## config.mk

```make
export PLATFORM = sky130hd
export DESIGN_NAME = rcas_seq_addsub
export DESIGN_NICKNAME = d
export VERILOG_FILES = /design/src/rtl/rcas_seq_addsub.sv
export SDC_FILE = /design/constraint.sdc
export NUM_CORES = 1
export LEC_CHECK = 0
export CORE_MARGIN = 4
export CORE_UTILIZATION = 58
export CTS_CLUSTER_DIAMETER = 150
export CTS_CLUSTER_SIZE = 25
export DETAILED_ROUTE_END_ITERATION = 12
export HOLD_SLACK_MARGIN = 0.15
export PLACE_DENSITY = 0.88
export SYNTH_ARGS = -nofsm -noshare
export SYNTH_HDL_FRONTEND = slang
export SYNTH_SLANG_ARGS = --single-unit
export TNS_END_PERCENT = 5
```

## constraint.sdc

```tcl
create_clock -name clk -period 12.2 [get_ports clk]
set_input_delay 1.22 -clock clk [delete_from_list [all_inputs] [get_ports clk]]
set_output_delay 1.22 -clock clk [all_outputs]
set_load 0.01 [all_outputs]
```

## src/rtl/rcas_seq_addsub.sv

```systemverilog
// Multi-cycle ripple-carry add/sub, SLICE bits per cycle LSB first; optional ovf via RCAS_OVF_EN.
// Latency: operands accepted at edge T, out_valid at edge T+N (N = WIDTH/SLICE).
// Backpressure: result held in DONE until out_ready; in_ready only in IDLE.
module rcas_seq_addsub #(
    parameter int WIDTH = 32,
    parameter int SLICE = 4
) (
    input  logic             clk,
    input  logic             rst,
    input  logic             in_valid,
    output logic             in_ready,
    input  logic [WIDTH-1:0] a,
    input  logic [WIDTH-1:0] b,
    input  logic             sel,
    output logic             out_valid,
    input  logic             out_ready,
    output logic [WIDTH-1:0] result,
    output logic             c_out
`ifdef RCAS_OVF_EN
    ,
    output logic             ovf
`endif
);
    localparam int SL = (SLICE < 1) ? 1 : SLICE;
    localparam int N  = WIDTH / SL;
    localparam int CW = (N > 1) ? $clog2(N) : 1;
    localparam logic [CW-1:0] LAST = CW'(N - 1);

    generate
        if (SLICE < 1) begin : g_bad_slice
            $error("rcas_seq_addsub: SLICE must be >= 1");
        end else if (WIDTH % SL != 0) begin : g_bad_width
            $error("rcas_seq_addsub: WIDTH must be a multiple of SLICE");
        end
    endgenerate

    typedef enum logic [1:0] {
        IDLE = 2'd0,
        RUN  = 2'd1,
        DONE = 2'd2
    } state_t;

    state_t            state_q, state_d;
    logic [CW-1:0]     cnt_q, cnt_d;
    logic              carry_q, carry_d;
    logic [WIDTH-1:0]  a_q, a_d;
    logic [WIDTH-1:0]  b_q, b_d;
    logic [WIDTH-1:0]  sum_q, sum_d;
    logic [WIDTH-1:0]  result_q, result_d;
    logic              c_out_q, c_out_d;
`ifdef RCAS_OVF_EN
    logic              ovf_q, ovf_d;
`endif

    logic [SL-1:0]     a_k;
    logic [SL-1:0]     b_k;
    logic [SL:0]       slice_sum;
    logic [WIDTH-1:0]  sum_next;
    int                base;

    // Slice datapath: one SL-bit adder indexed by the slice counter.
    always_comb begin
        base      = int'(cnt_q) * SL;
        a_k       = a_q[base +: SL];
        b_k       = b_q[base +: SL];
        slice_sum = {1'b0, a_k} + {1'b0, b_k} + {{SL{1'b0}}, carry_q};
        sum_next  = sum_q;
        sum_next[base +: SL] = slice_sum[SL-1:0];
    end

    always_comb begin
        state_d  = state_q;
        cnt_d    = cnt_q;
        carry_d  = carry_q;
        a_d      = a_q;
        b_d      = b_q;
        sum_d    = sum_q;
        result_d = result_q;
        c_out_d  = c_out_q;
`ifdef RCAS_OVF_EN
        ovf_d    = ovf_q;
`endif
        case (state_q)
            IDLE: begin
                if (in_valid) begin
                    // Subtraction as a + ~b + 1: invert b here, inject the +1 as carry-in.
                    a_d     = a;
                    b_d     = b ^ {WIDTH{sel}};
                    carry_d = sel;
                    cnt_d   = '0;
                    state_d = RUN;
                end
            end
            RUN: begin
                carry_d = slice_sum[SL];
                sum_d   = sum_next;
                cnt_d   = cnt_q + 1'b1;
                if (cnt_q == LAST) begin
                    result_d = sum_next;
                    c_out_d  = slice_sum[SL];
`ifdef RCAS_OVF_EN
                    ovf_d    = (a_k[SL-1] == b_k[SL-1]) && (slice_sum[SL-1] != a_k[SL-1]);
`endif
                    cnt_d    = '0;
                    state_d  = DONE;
                end
            end
            DONE: begin
                if (out_ready) begin
                    state_d = IDLE;
                end
            end
            default: state_d = IDLE;
        endcase
    end

    always_ff @(posedge clk or posedge rst) begin
        if (rst) begin
            state_q  <= IDLE;
            cnt_q    <= '0;
            carry_q  <= 1'b0;
            a_q      <= '0;
            b_q      <= '0;
            sum_q    <= '0;
            result_q <= '0;
            c_out_q  <= 1'b0;
`ifdef RCAS_OVF_EN
            ovf_q    <= 1'b0;
`endif
        end else begin
            state_q  <= state_d;
            cnt_q    <= cnt_d;
            carry_q  <= carry_d;
            a_q      <= a_d;
            b_q      <= b_d;
            sum_q    <= sum_d;
            result_q <= result_d;
            c_out_q  <= c_out_d;
`ifdef RCAS_OVF_EN
            ovf_q    <= ovf_d;
`endif
        end
    end

    assign in_ready  = (state_q == IDLE);
    assign out_valid = (state_q == DONE);
    assign result    = result_q;
    assign c_out     = c_out_q;
`ifdef RCAS_OVF_EN
    assign ovf       = ovf_q;
`endif

endmodule

```

==> results.md <==
Setup path:
- The maximum fanout along the worst path is 20.
- The worst-case reg-to-reg path depth is 10.
- The required arrival time at the worst endpoint is 12640 ps.
- The buffering stage count on the worst path with inverters included is 1.
- In this design, the stage delay of the slowest critical-path cell is roughly 550 ps.
- The startpoint of the worst setup timing path is cnt_q[0]$_DFFE_PP0P_.
- On the critical path the largest part of the delay comes from adder cells.
- The worst setup path is captured at a flop.
- The signal on the critical path passes through buf_4, mux4_2, nand2_1, nand2_1, fa_1, fa_1, xnor2_1, nor3_1, nand2_1, a31oi_1.
- The most critical setup path has its endpoint at result[10]$_DFFE_PP0P_.
- The kind of start point of the critical path is a flop.
- The worst register-to-register path ends at result[10]$_DFFE_PP0P_.
- The setup path with the least slack is of type reg -> reg.
- The highest-delay cell along the critical path is mux4_2.
- The startpoint identified for the worst register-to-register timing path is cnt_q[0]$_DFFE_PP0P_.
- The most prevalent standard cell on the critical path is nand2_1.
- The worst setup slack for register-to-register paths is about 8600 ps.
- The data arrival time of the critical path is around 4000 ps.
- The critical path crosses 10 cells after its start point.

Hold path:
- In this run the worst hold path is classified as reg -> reg.
- In this run the most critical hold path is launched from result[24]$_DFFE_PP0P_.

Yosys:
- The number of synthesized flops with an enable pin is 0.
- The cell area after technology mapping is 6480 um^2.
- The post-synth net total is approximately 650.
- Counting flops and latches in the post-synthesis netlist gives roughly 140.
- Yosys printed 0 warnings.
- The proportion of synthesized chip area in sequential cells is a little over half.
- The top cell type's share of synthesized area is between 50% and 60%.
- The leading area contributor after synthesis is dfrtp_1.
- By area the synthesized netlist is led by dfrtp_1 (52%), mux2_2 (11%), mux4_2 (5.6%).
- The number of distinct library cells after synthesis is between 40 and 50.
- The most used flip-flop cell after synthesis is dfrtp_1.
- The commonest cells after synthesis are dfrtp_1 (135), mux2_2 (63), nand2_1 (61).
- The most frequent cell after synthesis is dfrtp_1.
- The gate count after technology mapping is between 500 and 600.
- The share of flip-flops with an asynchronous set or reset after synthesis is 100.0%.
- A synthesized cell averages about 11 um^2.

STA:
- Setup violations remaining at the end of the flow were counted as 0.
- Hold is met by between 400 and 500 ps.
- The minimum period implied by the final worst setup slack is about 3600 ps.
- Headroom to the max-slew limit came out at 22.39%.
- The final critical path takes up between 20% and 30% of the cycle.
- The final hold violation count is 0.
- At the pin with the least slew margin, the transition time is 1164 ps.
- The highest clock rate is around 280 MHz.
- Setup repair after global routing left no endpoint under its margin.
- Across the routed clock network, the largest skew measured is roughly 8 ps.
- The setup total negative slack is 0 ps.
- The total count of max-transition violations in the final report is 0.

Clock tree:
- The number of setup buffers added after CTS is 0.
- Clock latency on the worst-skew pair, taken at its later pin, is between 500 and 600 ps.
- The clock tree synthesis step divided the H-tree into 4 levels.
- The root cell of the clock tree is clkbuf_8.
- The CTS buffer count is 17.
- After clock tree synthesis, the clock-pin slew on the worst setup and hold paths is around 60 ps.
- The longest clock path from root to sink contains 2 buffers.
- Gates resized during post-CTS repair numbered 0.
- TritonCTS built the clock tree.
- The clock sink count is 135.
- The total of hold buffers inserted after clock tree synthesis is 0.

Layout:
- The share of cells above drive strength 1 is between 15 and 20%.
- After the last flow step, the layout net total stands at roughly 730.
- The synthesis-to-layout area growth is 24.64%.
- The number of diodes added for antenna fixing is 0.
- Counting the fill cells in the layout gives roughly 700.

Global routing:
- The sum of overflow across all layers after global routing is 0.
- The global routing usage summed across all routing layers is between 20% and 30%.
- The number of global-route vias before repair is between 4000 and 5000.
- The first global-routing pass estimated roughly 24000 um of wire.
- The number of antenna violations at the first check in global routing came to 0.
- The pin count of the biggest net entering global routing is 102.

Power and ir drop:
- Of the total power, combinational logic draws approximately half.
- The net switching power of the design is ~960 uW.
- The clock network is responsible for about a fifth of the overall power.
- Summed over all cells, the static leakage comes to around 0.0034 uW.
- The internal power summed over all cells is ~1500 uW.
- The sequential share of power is about a third.
- IR analysis of the VDD net gives a maximum drop of 0.1765 mV.
- In this run switching power makes up about two fifths of total power.
- In this run the power density over the cells is ~300 nW/um^2.

Drt:
- The detailed-route DRC error count is 0.
- The routed wire length on met2 is approximately 7300 um.
- The per-cell routed wire length is ~18 um.
- In this run the top signal layer used is met4.
- The wire length reported by the detailed router is between 10000 and 15000 um.
- Summed over all nets, wire length on met3 after detailed routing comes to 854 um.
- The routed metal-1 wire length is 5912 um.
- The starting DRC count in detailed routing is approximately 380.
- The overall via count from detail_route is 4561.
- After detailed routing, the number of vias per cell comes to approximately 5.6.
- The pre-antenna-repair detailed-routing pass consisted of 6 iterations.
- In this run the remaining antenna-violating nets after routing total 0.

Floorplan:
- The height of the chip is about 110 um.
- Row generation in the floorplan step produced 38 rows.
- The area enclosed by the die boundary is ~13000 um^2.
- The die is around 110 um wide.
- After floorplanning, the core was sized to cover about 11000 um^2.
- For this configuration, the core starts out at a cell density of between 50% and 60%.
- 104 I/O pins were placed.

Placement:
- The routability-driven placement congestion ratio is slightly below 0.9.
- The number of port buffers is between 100 and 150.
- The HPWL after detailed placement is 9698 um.

Job:
- Max-cap violations in this run came to 0.

Run status:
- The flow ran to the end, and the final reports show no timing, DRC or antenna violations.
per-layer routing:
| metal | vias up | global-route usage (%) |
|---|---|---|
| li1 | 2139 | - |
| met1 | 2224 | 30.05 |
| met2 | 177 | 40.40 |
| met3 | 21 | 5.889 |
| met4 | 0 | 7.853 |
| met5 | - | 0 |
sequential cells by signal, indices dropped and copies added (netlist names):
name / count
a_q: 32
b_q: 32
result: 32
sum_q: 32
cnt_q: 3
state_q: 2
c_out: 1
carry_q: 1
tightest hold or removal path, cell delays in order (launching register included):
cell and delay, ps:
dfrtp_1 340, nand2_1 50, o21ai_0 60
cell type report:
| cell class | count | area, um^2 | area share, % |
|---|---|---|---|
| flip-flops and latches | 135 | 3378 | 41.83 |
| repair buffers | 107 | 1056 | 13.08 |
| multi-input cells | 390 | 2895 | 35.85 |
| well taps | 140 | 175.2 | 2.169 |
| clock inverters | 14 | 136.4 | 1.689 |
| clock buffers | 17 | 414.1 | 5.128 |
| inverters | 5 | 21.27 | 0.2634 |
worst min-delay path by stage:
stage                                   to  slack [ps]  cells after the start
finish              result[24]$_DFFE_PP0P_         480                      2
global placement     result[2]$_DFFE_PP0P_         460                      2
global route        result[28]$_DFFE_PP0P_         500                      2
CTS                   sum_q[2]$_DFFE_PP0P_         490                      2
floorplan             sum_q[2]$_DFFE_PP0P_         450                      2
detailed placement    sum_q[2]$_DFFE_PP0P_         470                      2
placed cells by master, fill, tap and decap left out, drive strengths merged, types with 2 or more instances in the layout:
| master | count |
|---|---|
| nand3 | 11 |
| xnor2 | 33 |
| ha | 7 |
| buf | 5 |
| nor3 | 4 |
| o21ai | 27 |
| or2 | 2 |
| dfrtp | 135 |
| mux4 | 16 |
| inv | 4 |
| mux2 | 63 |
| nand3b | 3 |
| nand2 | 61 |
| nand2b | 6 |
| nor2 | 55 |
| clkbuf | 17 |
| a21o | 2 |
| a31oi | 6 |
| nand4 | 2 |
| nor2b | 7 |
| bufinv | 2 |
| a21oi | 44 |
| and3 | 2 |
| mux2i | 20 |
| clkdlybuf4s50 | 102 |
| o31ai | 3 |
| clkinvlp | 2 |
| fa | 2 |
| clkinv | 11 |
| nor4 | 2 |
| and2 | 7 |
cells by family (layout without fill, tap and decap cells):
family / after synthesis / in the layout / share of synthesized area, %
AO/OA/AOI/OAI: 85 / 85 / 7.009
XOR/XNOR: 34 / 34 / 4.596
adder cells (fa/ha/maj): 9 / 9 / 1.969
buffers and inverters: 43 / 143 / 3.263
flip-flops: 135 / 135 / 52.13
multiplexers: 99 / 99 / 19.60
AND/OR/NAND/NOR: 163 / 163 / 11.43
power groups by stage:
stage | logic, uW | clock network [uW] | registers (uW)
final | 1190 | 475 | 793
after detailed placement | 1170 | 0 | 796
after global routing | 1300 | 504 | 818
after global placement | 1120 | 0 | 778
after floorplan | 887 | 0 | 761
after CTS | 1190 | 481 | 791
metrics by stage:
step                worst slack [ps]  cells  cell area (um^2)  utilization [%]  total power, uW
detailed placement              8624    777              7526            69.12             1968
CTS                             8549    808              8077            74.18             2460
global route                    8305    808              8077            74.18             2625
finish                          8574    808              8077            74.18             2457
global placement                8780    777              7526            69.12             1903
floorplan                       7369    568              6480                -             1649
No activity file was read; power rests on OpenSTA's default activity.
==> edit 1 (same settings) <==
Take the reset off `a_q`, `b_q`, `sum_q` and `result_q` and load them in a clocked block of their own.
--- a/src/rtl/rcas_seq_addsub.sv
+++ b/src/rtl/rcas_seq_addsub.sv
@@ -119,10 +119,6 @@
             state_q  <= IDLE;
             cnt_q    <= '0;
             carry_q  <= 1'b0;
-            a_q      <= '0;
-            b_q      <= '0;
-            sum_q    <= '0;
-            result_q <= '0;
             c_out_q  <= 1'b0;
 `ifdef RCAS_OVF_EN
             ovf_q    <= 1'b0;
@@ -131,15 +127,18 @@
             state_q  <= state_d;
             cnt_q    <= cnt_d;
             carry_q  <= carry_d;
-            a_q      <= a_d;
-            b_q      <= b_d;
-            sum_q    <= sum_d;
-            result_q <= result_d;
             c_out_q  <= c_out_d;
 `ifdef RCAS_OVF_EN
             ovf_q    <= ovf_d;
 `endif
         end
+    end
+
+    always_ff @(posedge clk) begin
+        a_q      <= a_d;
+        b_q      <= b_d;
+        sum_q    <= sum_d;
+        result_q <= result_d;
     end
 
     assign in_ready  = (state_q == IDLE);
Formal check against the unedited RTL: differs if rst is asserted again (counterexample within 10 cycles, from zero or initial values and one cycle with rst high); with rst held inactive, the same outputs for 10 cycles.
==> edit 1 against the original RTL <==
Power shrank 22%. Clock power decreased by 8.8%. Sequential power decreased by 3.8%. Synthesized area fell by 12%. Via count fell by 28%. Wire length fell by 23%. Highest routed layer unchanged. Design area is 8.9% lower. Worst setup slack worse by 0.40 ns. Sequential share of layout area increased by 13 points. Critical path type unchanged. Synthesized cell count down 42%. Sequential cell count stayed put.
==> edit 1: results (changes against the original RTL) <==
** Outcome
- Status :: completed

** Worst setup path
- Data arrival, critical path :: 4.29 ns (+0.23 ns)
- Capture instance of the worst register-to-register path :: result[10]$_DFFE_PP_
- The reg-to-reg setup timing slack is 8.17 ns (-0.40 ns).
- Cell count of the worst reg-to-reg path :: 9 (-1)

** Placed design
- Number of placed instances, taps included :: 555 (-29%)
- The placed wire-length estimate after detailed placement is 7600 um (-22%).
- The last weighted congestion value of the routability-driven placer came to 0.814 (-8.8%).
- Placed Area :: 0.00685 sq mm (-9.0%)

** Logic synthesis
- Avg Synthesized Cell Area :: 17.2 sq um (+50%)
- Cell types with the largest area share after synthesis :: sky130_fd_sc_hd__edfxtp_1 68%, sky130_fd_sc_hd__mux4_2 6.3%, sky130_fd_sc_hd__xor2_1 4.9%
- The share of async-settable or async-resettable flops after synthesis was 5.19% (-95 points).
- Library cell with the largest summed area after synthesis :: sky130_fd_sc_hd__edfxtp_1
- The number of different library cells in the post-synthesis netlist is 47 (+12%).
- The count of flip-flops with a built-in enable after synthesis came to 128 (+128).
- Nets in the synthesized netlist :: 410 (-37%)
- Seq/Total Area, Yosys :: 70.6% (+18 points)
- Leading cell types by count after synthesis :: 128 x sky130_fd_sc_hd__edfxtp_1, 32 x sky130_fd_sc_hd__nand2_1, 32 x sky130_fd_sc_hd__xor2_1

** Hold path
- Worst Hold Path Cells :: 1 (-1)
- End point of the most critical hold path :: state_q[0]$_DFFE_PP0P_
- Startpoint of the lowest-slack hold path :: state_q[1]$_DFFE_PP0P_

** Detailed routing
- Routed WL :: 11,000 um (-23%)
- Vias per std cell :: 5.64 (about the same)
- Initial DRC Count :: 213 (-45%)
- Via count :: 3,305 (-28%)
- The length of the first detailed-routing pass in iterations is 5 (-1).

** Pwr
- The largest voltage drop on the vdd net came to 127 uV (-28%).

** Global route
- The maximum number of pins on one net before global-route repair is 65 (-36%).
- Global-route wire length before repair :: 17,700 um (-26%)
- The number of global-route vias before repair came to 3,573 (-28%).

** Final layout
- The count of nets after finishing is 523 (-29%).
- Fraction of final layout cells sized beyond drive strength 1 :: 17.3% (-1.3 points)
- The final design instance area without fill is 0.00735 sq mm (-8.9%).
- The number of filler cells placed in the layout came to 511 (-27%).

** Timing
- Worst clock skew on the final layout :: 0.00814 ns (+0.000278 ns)
- Rel. slew slack :: 36.8% (+14 points)
- Post-layout minimum cycle time :: 4.03 ns (+0.402 ns)
- Worst-case hold slack :: 0.544 ns (+0.0609 ns)

** Clock network
- Post-cts resize count :: 0 (unchanged)
-- edit 1: cell types whose count changed in the layout (fill, tap and decap cells not counted), moves of 18 or more --
cell | before | now
sky130_fd_sc_hd__a21oi_1 | 44 | 4
sky130_fd_sc_hd__dfrtp_1 | 135 | 7
sky130_fd_sc_hd__edfxtp_1 | 0 | 128
sky130_fd_sc_hd__mux2_2 | 63 | 16
sky130_fd_sc_hd__mux2i_1 | 20 | 2
sky130_fd_sc_hd__nand2_1 | 61 | 32
sky130_fd_sc_hd__nor2_1 | 53 | 9
sky130_fd_sc_hd__xnor2_1 | 33 | 1
sky130_fd_sc_hd__xor2_1 | 1 | 32
-- edit 1: cell type report --
class,count,area share (%)
clock buffer,18,5.68
clock inverter,13,1.16
inverter,10,0.510
multi-input combinational,174,21.5
sequential,135,54.6
tap,129,2.19
timing repair buffer,107,14.4
-- edit 1: logic make-up (layout without fill, tap and decap cells) --
family | Yosys count | count (layout) | synth area share [%]
AOI/OAI and AO/OA | 32 | 32 | 3.89
xor gates and xnor gates | 33 | 33 | 5.08
adders and majority gates | 9 | 9 | 2.24
buffers and inverters | 23 | 148 | 1.78
DFF | 135 | 135 | 70.6
muxes | 36 | 36 | 10.4
and+or+nand+nor | 64 | 64 | 6.06
-- edit 1: worst max path at each step --
stage                               startpoint                    to
after floorplan           cnt_q[0]$_DFFE_PP0P_  result[10]$_DFFE_PP_
after CTS                 cnt_q[0]$_DFFE_PP0P_  result[10]$_DFFE_PP_
final                     cnt_q[0]$_DFFE_PP0P_  result[10]$_DFFE_PP_
after global placement    cnt_q[0]$_DFFE_PP0P_  result[10]$_DFFE_PP_
after detailed placement  cnt_q[0]$_DFFE_PP0P_  result[10]$_DFFE_PP_
after global routing      cnt_q[0]$_DFFE_PP0P_  result[10]$_DFFE_PP_
-- edit 1: where the power goes --
group	internal [mW]	leakage (nW)	switching, mW
combinational	0.303	1.10	0.407
sequential	0.698	1.29	0.0651
clock	0.246	0.242	0.186
total	1.25	2.63	0.659
-- edit 1: routing by layer --
layer,up-vias,track usage [%],routed length (um)
met3,21,6.38,752
met2,159,34.9,5670
met5,-,0,0
met4,0,8.58,254
li1,1492,-,-
met1,1633,24.3,4310
-- edit 1: critical path, stage by stage (launching register included) --
cell	delay, ns
sky130_fd_sc_hd__dfrtp_1	0.81
sky130_fd_sc_hd__buf_4	0.40
sky130_fd_sc_hd__mux4_2	0.53
sky130_fd_sc_hd__nand2_1	0.08
sky130_fd_sc_hd__nand2_1	0.08
sky130_fd_sc_hd__fa_1	0.45
sky130_fd_sc_hd__fa_1	0.42
sky130_fd_sc_hd__xnor2_1	0.57
sky130_fd_sc_hd__nor3_1	0.12
sky130_fd_sc_hd__mux2_2	0.31
==> edit 2 (same settings) <==
Made on the original files. Change the parameter `WIDTH` from 32 to 64.
--- a/src/rtl/rcas_seq_addsub.sv
+++ b/src/rtl/rcas_seq_addsub.sv
@@ -2,7 +2,7 @@
 // Latency: operands accepted at edge T, out_valid at edge T+N (N = WIDTH/SLICE).
 // Backpressure: result held in DONE until out_ready; in_ready only in IDLE.
 module rcas_seq_addsub #(
-    parameter int WIDTH = 32,
+    parameter int WIDTH = 64,
     parameter int SLICE = 4
 ) (
     input  logic             clk,
Interface: changed (resized a, b and result); port bits go from 104 to 200. No check against the original RTL was run, so the function may have changed too.
==> edit 2 against the original RTL <==
Core utilization fell by 3.0 points. Synthesized cell count rose by 98%. Power rose by 62%. Design area rose by 87%. Wire length rose by 110%. Global-route usage rose by 0.44 points. Sequential cell count rose by 129. Final cell count rose by 91%. First-iteration DRC count rose by 110%. Maximum frequency fell by 22%. Combinational power rose by 69%. Worst setup slack got worse by 1.0 ns. Synthesized area rose by 96%. Largest power group unchanged. Highest routed layer unchanged.
==> edit 2: results (changes against the original RTL) <==
** Clock network
- The maximum number of buffers from clock root to sink was 3 (+1).
- The root buffer cell chosen for the clock tree is sky130_fd_sc_hd__clkbuf_16.
- The number of buffers added by the clock tree synthesis step came to 14 (-3).
- CTS H-Tree Depth :: 1 (-3)
- The clock insertion delay at the later pin of the skew report was 0.49 ns (-0.03 ns).

** Detailed routing
- Initial DRC Count :: 797 (+110%)
- The via density per instance came to 5.97 (+5.7%).
- Routed WL :: 29,900 um (+110%)

** Pwr
- The leakage dissipation was 6.26 nW (+85%).
- Worst VDD drop :: 222 uV (+26%)
- Switching power :: 1.66 mW (+73%)

** Logic synthesis
- The average instance area after synthesis came to 11.3 sq um (-1.2%).
- Sorting the synthesized cells by area gives the leading types as sky130_fd_sc_hd__dfrtp_1 52%, sky130_fd_sc_hd__mux2_2 11%, sky130_fd_sc_hd__mux2i_1 4.5%.
- The number of different library cells in the post-synthesis netlist came to 57 (+36%).
- The synthesized netlist net count is 1,268 (+96%).
- The commonest cells after synthesis are 264 x sky130_fd_sc_hd__dfrtp_1, 122 x sky130_fd_sc_hd__mux2_2, 104 x sky130_fd_sc_hd__nor2_1.

** Outcome
- The flow ran to the end, and the final reports show no timing, DRC or antenna violations.

** Worst setup path
- The worst endpoint data arrival time is 5.06 ns (+1.00 ns).
- Delay contributed by the slowest stage of the critical path :: 0.86 ns (+0.31 ns)
- Max Fanout on Critical Path :: 48 (+140%)

** Placed design
- The placement-stage cell area is 0.0147 sq mm (+96%).
- The total instance count after detailed placement came to 1,527 (+97%).
- Routability Congestion :: 0.879 (-1.4%)
- The placed wire-length estimate after detailed placement is 21,000 um (+120%).
- The number of input and output port buffers inserted is 199 (+93%).
- The worst slack at placement came to 7.61 ns (-1.02 ns).

** Final layout
- Final net count :: 1,412 (+92%)
- The filler-free cell count of the finished design came to 1,544 (+91%).
- The proportion of layout cells with a drive suffix above 1 is 14.7% (-3.9 points).

** Global route
- Vias in the first global route :: 9,073 (+84%)

** Timing
- Worst clock skew on the final layout :: 0.0183 ns (+0.0104 ns)
## edit 2: cell types whose count changed after synthesis, moves of 10 or more
| cell | before | now |
|---|---|---|
| sky130_fd_sc_hd__buf_1 | 1 | 11 |
| sky130_fd_sc_hd__a22oi_1 | 1 | 11 |
| sky130_fd_sc_hd__nand3_1 | 11 | 26 |
| sky130_fd_sc_hd__xnor2_1 | 33 | 65 |
| sky130_fd_sc_hd__nor2_1 | 53 | 104 |
| sky130_fd_sc_hd__dfrtp_1 | 135 | 264 |
| sky130_fd_sc_hd__o21ai_0 | 25 | 47 |
| sky130_fd_sc_hd__a21oi_1 | 44 | 70 |
| sky130_fd_sc_hd__mux2i_1 | 20 | 57 |
| sky130_fd_sc_hd__clkbuf_1 | 9 | 39 |
| sky130_fd_sc_hd__a221oi_1 | 0 | 16 |
| sky130_fd_sc_hd__a31oi_1 | 6 | 27 |
| sky130_fd_sc_hd__mux2_2 | 63 | 122 |
| sky130_fd_sc_hd__nand2_1 | 61 | 95 |
## edit 2: worst paths after layout
check	cells after the start	end	start	slack, ns
worst min register to register	2	result[61]$_DFFE_PP0P_	result[61]$_DFFE_PP0P_	0.49
worst max-delay path	10	result[17]$_DFFE_PP0P_	cnt_q[0]$_DFFE_PP0P_	7.55
min in group asynchronous	2	a_q[54]$_DFFE_PP0P_	rst	1.23
max in group asynchronous	3	sum_q[45]$_DFFE_PP0P_	rst	9.47
worst min-delay path	2	result[61]$_DFFE_PP0P_	result[61]$_DFFE_PP0P_	0.49
worst max register to register	10	result[17]$_DFFE_PP0P_	cnt_q[0]$_DFFE_PP0P_	7.55
## edit 2: cell type report
class	instances	area (sq um)	share of cell area [%]
Sequential cell	264	6610	43.7
Multi-Input combinational cell	774	5710	37.7
Timing Repair Buffer	207	2050	13.5
Clock buffer	16	379	2.50
Tap cell	275	344	2.27
Inverter	7	33.8	0.223
Clock inverter	1	16.3	0.107
## edit 2: cell families (layout without fill, tap and decap cells)
kind of cell,after synthesis,count (layout),share of synthesized area [%]
xor gates and xnor gates,67,67,4.63
AOI/OAI and AO/OA,216,216,10.6
and+or+nand+nor,285,285,10.3
muxes,195,195,18.2
DFF,264,264,52.1
buffers and inverters,86,231,2.96
adders and majority gates,11,11,1.20
## edit 2: power groups by stage
stage / logic, mW / clock network, mW / registers, mW
2_1_floorplan: 1.41 / 0 / 1.43
3_5_place_dp: 1.99 / 0 / 1.49
5_1_grt: 2.18 / 0.543 / 1.52
4_1_cts: 2.01 / 0.512 / 1.48
6_report: 2.01 / 0.503 / 1.48
3_3_place_gp: 1.94 / 0 / 1.47
## edit 2: metal layers
metal	vias up	global-route usage, %	routed length (um)
li1	4264	-	-
met1	4524	34.0	12700
met4	0	6.21	737
met5	-	0	0
met2	371	40.8	14700
met3	53	2.72	1830
